$ cat src/rtl/gray_conv_stream.sv
// Streaming binary<->Gray converter with a one-register valid/ready output stage,
// a Gray adjacency checker across accepted samples, and saturating statistics.
module gray_conv_stream #(
  parameter int WIDTH = 4,
  parameter int CNT_W = 8
) (
  input  logic             clk,
  input  logic             rst_n,
  input  logic             in_valid,
  output logic             in_ready,
  input  logic [WIDTH-1:0] in_data,
  input  logic             in_mode,
  output logic             out_valid,
  input  logic             out_ready,
  output logic [WIDTH-1:0] out_data,
  output logic             out_mode,
  output logic             step_err,
  input  logic             clr,
  output logic [CNT_W-1:0] sample_cnt,
  output logic [CNT_W-1:0] err_cnt
);

  // Handshake: a sample moves on accept = in_valid & in_ready and leaves on
  // deliver = out_valid & out_ready; in_ready is high whenever the single
  // output register is empty or being drained in the same cycle.

  logic             out_valid_q, out_valid_d;
  logic [WIDTH-1:0] out_data_q, out_data_d;
  logic             out_mode_q, out_mode_d;
  logic             step_err_q, step_err_d;
  logic [WIDTH-1:0] ref_q, ref_d;
  logic             ref_valid_q, ref_valid_d;
  logic [CNT_W-1:0] sample_cnt_q, sample_cnt_d;
  logic [CNT_W-1:0] err_cnt_q, err_cnt_d;

  logic             accept;
  logic             deliver;
  logic [WIDTH-1:0] bin_to_gray;
  logic [WIDTH-1:0] gray_to_bin;
  logic [WIDTH-1:0] conv;
  logic [WIDTH-1:0] gray_side;
  logic [WIDTH-1:0] diff;
  logic             one_bit_step;
  logic             violation;

  assign in_ready = !out_valid_q | out_ready;
  assign accept   = in_valid & in_ready;
  assign deliver  = out_valid_q & out_ready;

  always_comb begin
    bin_to_gray = in_data ^ (in_data >> 1);
    gray_to_bin = '0;
    gray_to_bin[WIDTH-1] = in_data[WIDTH-1];
    for (int i = WIDTH - 2; i >= 0; i--) begin
      gray_to_bin[i] = gray_to_bin[i+1] ^ in_data[i];
    end
  end

  // The adjacency check always runs on the Gray-side word of the sample.
  assign conv      = in_mode ? gray_to_bin : bin_to_gray;
  assign gray_side = in_mode ? in_data : bin_to_gray;
  assign diff      = gray_side ^ ref_q;

  // Exactly one bit set: non-zero and a power of two.
  assign one_bit_step = (diff != '0) && ((diff & (diff - WIDTH'(1))) == '0);
  assign violation    = ref_valid_q & ~clr & ~one_bit_step;

  always_comb begin
    out_valid_d  = out_valid_q;
    out_data_d   = out_data_q;
    out_mode_d   = out_mode_q;
    step_err_d   = step_err_q;
    ref_d        = ref_q;
    ref_valid_d  = ref_valid_q;
    sample_cnt_d = sample_cnt_q;
    err_cnt_d    = err_cnt_q;

    if (accept) begin
      out_valid_d = 1'b1;
      out_data_d  = conv;
      out_mode_d  = in_mode;
      step_err_d  = violation;
    end else if (deliver) begin
      out_valid_d = 1'b0;
    end

    // A sample taken alongside clr seeds the fresh reference.
    if (accept) begin
      ref_d       = gray_side;
      ref_valid_d = 1'b1;
    end else if (clr) begin
      ref_valid_d = 1'b0;
    end

    if (clr) begin
      sample_cnt_d = '0;
      err_cnt_d    = '0;
    end else if (accept) begin
      if (sample_cnt_q != '1) sample_cnt_d = sample_cnt_q + CNT_W'(1);
      if (violation && (err_cnt_q != '1)) err_cnt_d = err_cnt_q + CNT_W'(1);
    end
  end

  always_ff @(posedge clk) begin
    if (!rst_n) begin
      out_valid_q  <= 1'b0;
      out_data_q   <= '0;
      out_mode_q   <= 1'b0;
      step_err_q   <= 1'b0;
      ref_q        <= '0;
      ref_valid_q  <= 1'b0;
      sample_cnt_q <= '0;
      err_cnt_q    <= '0;
    end else begin
      out_valid_q  <= out_valid_d;
      out_data_q   <= out_data_d;
      out_mode_q   <= out_mode_d;
      step_err_q   <= step_err_d;
      ref_q        <= ref_d;
      ref_valid_q  <= ref_valid_d;
      sample_cnt_q <= sample_cnt_d;
      err_cnt_q    <= err_cnt_d;
    end
  end

  assign out_valid  = out_valid_q;
  assign out_data   = out_data_q;
  assign out_mode   = out_mode_q;
  assign step_err   = step_err_q;
  assign sample_cnt = sample_cnt_q;
  assign err_cnt    = err_cnt_q;

endmodule

$ cat config.mk
export PLATFORM = sky130hd
export DESIGN_NAME = gray_conv_stream
export DESIGN_NICKNAME = d
export VERILOG_FILES = /design/src/rtl/gray_conv_stream.sv
export SDC_FILE = /design/constraint.sdc
export NUM_CORES = 1
export LEC_CHECK = 0
export BUFFER_PORTS_ARGS = -buffer_cell sky130_fd_sc_hd__buf_2
export CELL_PAD_IN_SITES_DETAIL_PLACEMENT = 0
export CELL_PAD_IN_SITES_GLOBAL_PLACEMENT = 1
export CORE_UTILIZATION = 39
export CTS_BUF_LIST = sky130_fd_sc_hd__clkbuf_4 sky130_fd_sc_hd__clkbuf_8 sky130_fd_sc_hd__clkbuf_16
export DETAILED_ROUTE_END_ITERATION = 10
export MAX_ROUTING_LAYER = met4
export PLACE_DENSITY_LB_ADDON = 0.15
export SLEW_MARGIN = 20
export SYNTH_ARGS = -nofsm -noshare
export SYNTH_HDL_FRONTEND = slang
export SYNTH_SLANG_ARGS = --single-unit
$ cat constraint.sdc
create_clock -name clk -period 2.7 [get_ports clk]
set_clock_uncertainty 0.2 [all_clocks]
set_input_delay 0.27 -clock clk [delete_from_list [all_inputs] [get_ports clk]]
set_output_delay 0.27 -clock clk [all_outputs]
set_load 0.02 [all_outputs]
Yosys cells after proc, flatten, opt, wreduce, memory -nomap -nowiden

Index checks and enable logic that the tools add are counted.

Flip-flop bits (word level): 28
Input bits: 10
Output and inout port bits: 24

$add $sub $neg: 3
Equality and inequality tests: 2
Mux-type cells: 6
Bitwise logic cells: 14
Reductions and logical operators: 10

Operators with widths:

| kind                                              | number |
|---|---|
| adder 8 x 1 -> 8 bit (second input constant)      | 2 |
| inequality test 8 bit (second input constant)     | 2 |
| 2-to-1 mux 4 bit                                  | 2 |
| AND 1 bit                                         | 4 |
| AND 4 bit                                         | 1 |
| logical NOT 4 bit                                 | 1 |
| 2-to-1 mux 1 bit                                  | 4 |
| AND reduction 2 bit                               | 2 |
| nonzero test 2 bit                                | 2 |
| nonzero test 4 bit                                | 1 |
| subtractor 4 x 1 -> 4 bit (second input constant) | 1 |
| XOR 4 x 3 -> 4 bit                                | 1 |
| XOR 4 bit                                         | 1 |
| NOT 1 bit                                         | 3 |
| XOR 1 bit                                         | 3 |
| logical AND 1 bit                                 | 2 |
| OR reduction 2 bit                                | 1 |
| logical NOT 1 bit                                 | 1 |
| bitwise OR 1 bit                                  | 1 |

Logic depth before layout (Yosys ltp)

Depth after elaboration: 11
Depth in mapped cells: 8

Worst setup path before layout

Ideal clock, no wire load.

Path type: register -> register
From: reg ref_q[2]
To: reg err_cnt_q[6] (netlist: err_cnt[6])
Arrival time: 1.732 ns
Required time: 2.378 ns
Setup slack: 0.646 ns
Cell stages (with the launch flop): 8
Buffers on the path: 1
Clock period less this slack: 2.054 ns
Cell sequence: dfxtp_1 > buf_4 > xor2_1 > nor2b_2 > a221oi_2 > o21ai_2 > or2_1 > o311a_1

Cells in the longest elaborated chain, start to end: 9
Elaborated cells between the ends (all ways): 10
Classes of those cells: add/sub (1); bitwise (4); reduce/logical (5)

RTL lines:

| item                                     | RTL line | text |
|---|---|---|
| from (decl)                              | 31       | `logic [WIDTH-1:0] ref_q, ref_d;` |
| from (signal assigned)                   | 119      | `ref_q <= ref_d;` |
| XOR 4 bit (*)                            | 62       | `assign diff = gray_side ^ ref_q;` |
| subtractor 4 x 1 -> 4 bit                | 65       | `assign one_bit_step = (diff != '0) && ((diff & (diff - WIDTH'(1))) == '0);` |
| AND 4 bit                                | 65       |  |
| logical NOT 4 bit                        | 65       |  |
| logical AND 1 bit (*)                    | 65       |  |
| NOT 1 bit (*)                            | 66       | `assign violation = ref_valid_q & ~clr & ~one_bit_step;` |
| AND 1 bit (*)                            | 66       |  |
| logical AND 1 bit (*)                    | 100      | `if (violation && (err_cnt_q != '1)) err_cnt_d = err_cnt_q + CNT_W'(1);` |
| AND reduction 2 bit (no source line) (*) | n/a      |  |
| to (signal assigned)                     | 122      | `err_cnt_q <= err_cnt_d;` |
| to (decl)                                | 34       | `logic [CNT_W-1:0] err_cnt_q, err_cnt_d;` |

Mark *: on every way between the ends. The rest lies on a longest branch, timed or not.
A chain may end at the register's enable or synchronous reset.

Worst setup path in the final report

From: reg ref_q[2]
To: reg err_cnt_q[1] (netlist: err_cnt[1])

Same word-level chain as after synthesis.

==> results.yml <==
pwr:
  finalPower_uw: 795
  peakVddDrop_mv: 0.428
  swShare: 0.275
  pwr-share-seq: 0.530
  power.leakage_nw: 0.734
  p_int_uw: 576
  comb_power_share: 0.181
  power_density_nw_per_um2: 469
  clock_power_share: 0.289
  p_sw_uw: 219
worst_setup_path:
  end_kind: "flop"
  critical_path.slowest_cell: "dfxtp_1"
  arrival_ps: 2180
  critPathBufInv: 1
  worstPathCellList: "inv_2 -> or3_1 -> a221oi_2 -> o32ai_2 -> nor2_2 -> mux2i_1 -> nor2_1"
  max_stage_delay_ps: 500
  startpoint: "ref_q[2]"
  crit_fanout: 8
  critPathLaunchType: "flop"
  cp_top_family: "simple AND/OR/NAND/NOR gates"
  r2r_start: "ref_q[2]"
  crit_type: "reg2reg"
  cp.required_ps: 2640
cts:
  cts_max_path_buffers: 2
  clock_sinks: 27
  post_cts_buffers: 0
  ctsHoldBuffers: 0
  clkTransAtPathRegs_ps: 100
  cts-resized-gates: 0
  cts-htree-levels: 1
  cts_tree: "yes"
  numCtsBuffers: 3
  root_buffer: "clkbuf_8"
  clk_latency_ps: 270
global_routing:
  grt_max_degree: 16
  grt_pass1_vias: 1149
  grt_usage: 0.162
  antenna_found_initial: 0
  grt-ovfl-total: 0
  grt_pass1_wl_um: 5110
sta:
  period_minus_slack_ps: 2240
  tightest_slew_ps: 564
  slew_headroom: 0.624
  rsz0062_at_grt: "false"
  setup_viol: 0
  timing.final.max_slew_violations: 0
  tns_ps: 0
  post-route-period-util: 0.828
  hold_viol: 0
  fmax_mhz: 447
  setup_slack_ps: 463
synth:
  synth_warnings: 0
  synth_area_um2: 1480
  synth-async-reset-ratio: 0
  ys.flop_type: "dfxtp_1"
  ys_ff_latch: 27
  yosys.cell_types.count: 47
  synth_cells: 165
  synth_edf_count: 0
  synthesis.nets: 177
  seq_area_frac_synth: 0.365
  syn_area_per_cell_um2: 8.98
die:
  initial_utilization: 0.405
  chipHeight_um: 63.6
  die_w_um: 63.6
  ios: 34
  rows: 22
  design.core.area_um2: 3660
  die_area_um2: 4050
route:
  totalWireLength_um: 2900
  vias: 1187
  wl_per_cell_um: 12.0
  final_antenna_net_count: 0
  viasPerCell: 4.93
  dr.pass1.iters: 4
  drc_errors: 0
  drt-initial-drc-count: 41
final_layout:
  drive_gt1_frac: 0.259
  n_antenna_cell: 0
  syn2layout_area_growth_pct: 14.4
  layout.nets: 206
worst_hold_path:
  hold_path_class: "in2reg"
  hp-start: "in_valid"
outcome:
  status: "completed"
place:
  dp_hpwl_um: 2240
  pre_cts_ws_ps: 470
  gp_congestion: 0.881
  portBuffers: 33
flow_run:
  cap_violations: 0
sequential cells by signal, summed over array words and instances, names as in the netlist:
name and flops:
out_valid 1, out_mode 1, ref_q 3, ref_valid_q 1
sample_cnt 8, err_cnt 8, step_err 1, out_data 4
power groups by stage:
| stage | sequential [mW] | clock, mW | combinational (mW) |
|---|---|---|---|
| after floorplan | 0.437 | 0 | 0.112 |
| after global placement | 0.430 | 0 | 0.142 |
| after detailed placement | 0.431 | 0 | 0.145 |
| after CTS | 0.421 | 0.243 | 0.146 |
| after global routing | 0.424 | 0.257 | 0.160 |
| final | 0.421 | 0.230 | 0.144 |
worst reg2reg max path, cell delays in order, from the launching register on:
cell and delay, ps:
dfxtp_1 500, inv_2 80, or3_1 390, a221oi_2 310, o32ai_2 160, nor2_2 210, mux2i_1 210, nor2_1 50
path summary, 6_finish.rpt:
check / end / slack (ps) / cells after the start
max: err_cnt[1] / 460 / 7
min: out_valid / 50 / 3
max reg2reg: err_cnt[1] / 460 / 7
min reg2reg: out_mode / 270 / 2
cell usage after synthesis, types with 4 or more instances:
master | count | area [um2]
a21boi_0 | 6 | 45.0
nor2_1 | 17 | 63.8
xor2_1 | 9 | 78.8
and3_1 | 4 | 25.0
xnor2_1 | 14 | 123
inv_1 | 4 | 15.0
nand3_1 | 5 | 25.0
buf_4 | 4 | 30.0
dfxtp_1 | 27 | 541
nand2_1 | 20 | 75.1
nand2b_1 | 4 | 25.0
cell usage in the layout (no fill, tap or decap), types with 2 or more instances in the layout:
cell type,count
buf_2,33
dfxtp_1,27
nand2_1,20
nor2_1,17
xnor2_1,14
xor2_1,9
a21boi_0,6
nand3_1,5
nand2b_1,4
and3_1,4
inv_1,4
nor3_1,3
and2_1,3
mux2i_1,3
o211a_1,3
clkbuf_8,3
nor2b_2,2
and4_1,2
a221oi_2,2
nand4_1,2
ha_1,2
per-stage QoR:
| step | area (um2) | util | std cells | hold slack [ps] |
|---|---|---|---|---|
| 3_3_place_gp | 1650 | 0.450 | 237 | 250 |
| 2_1_floorplan | 1480 | - | 165 | 209 |
| 5_1_grt | 1700 | 0.463 | 241 | 64.5 |
| 6_report | 1700 | 0.463 | 241 | 53.8 |
| 4_1_cts | 1700 | 0.463 | 241 | 45.5 |
| 3_5_place_dp | 1650 | 0.450 | 237 | 263 |
final cells by class:
cell class	count	area [um2]
clock buffers	3	41.3
inverters	5	18.8
well taps	48	60.1
flip-flops and latches	27	541
fillers	363	1970
clock inverters	1	5.00
multi-input cells	124	865
repair buffers	33	165
layer usage:
| metal | share of wire | track usage |
|---|---|---|
| met1 | 0.47 | 0.189 |
| met2 | 0.50 | 0.282 |
| met3 | 0.029 | 0.0380 |
| met4 | 0.0066 | 0.0284 |
| met5 | 0 | - |
kinds of logic (layout without fill, tap and decap cells):
logic type / Yosys count / count (layout) / synth area share
AND/OR/NAND/NOR: 70 / 70 / 0.238
flip-flops: 27 / 27 / 0.365
XOR/XNOR: 25 / 25 / 0.163
AO/OA/AOI/OAI: 24 / 24 / 0.145
buffers and inverters: 14 / 42 / 0.0515
multiplexers: 3 / 3 / 0.0203
adder cells (fa/ha/maj): 2 / 2 / 0.0169
Power figures use the tool's default switching activity.
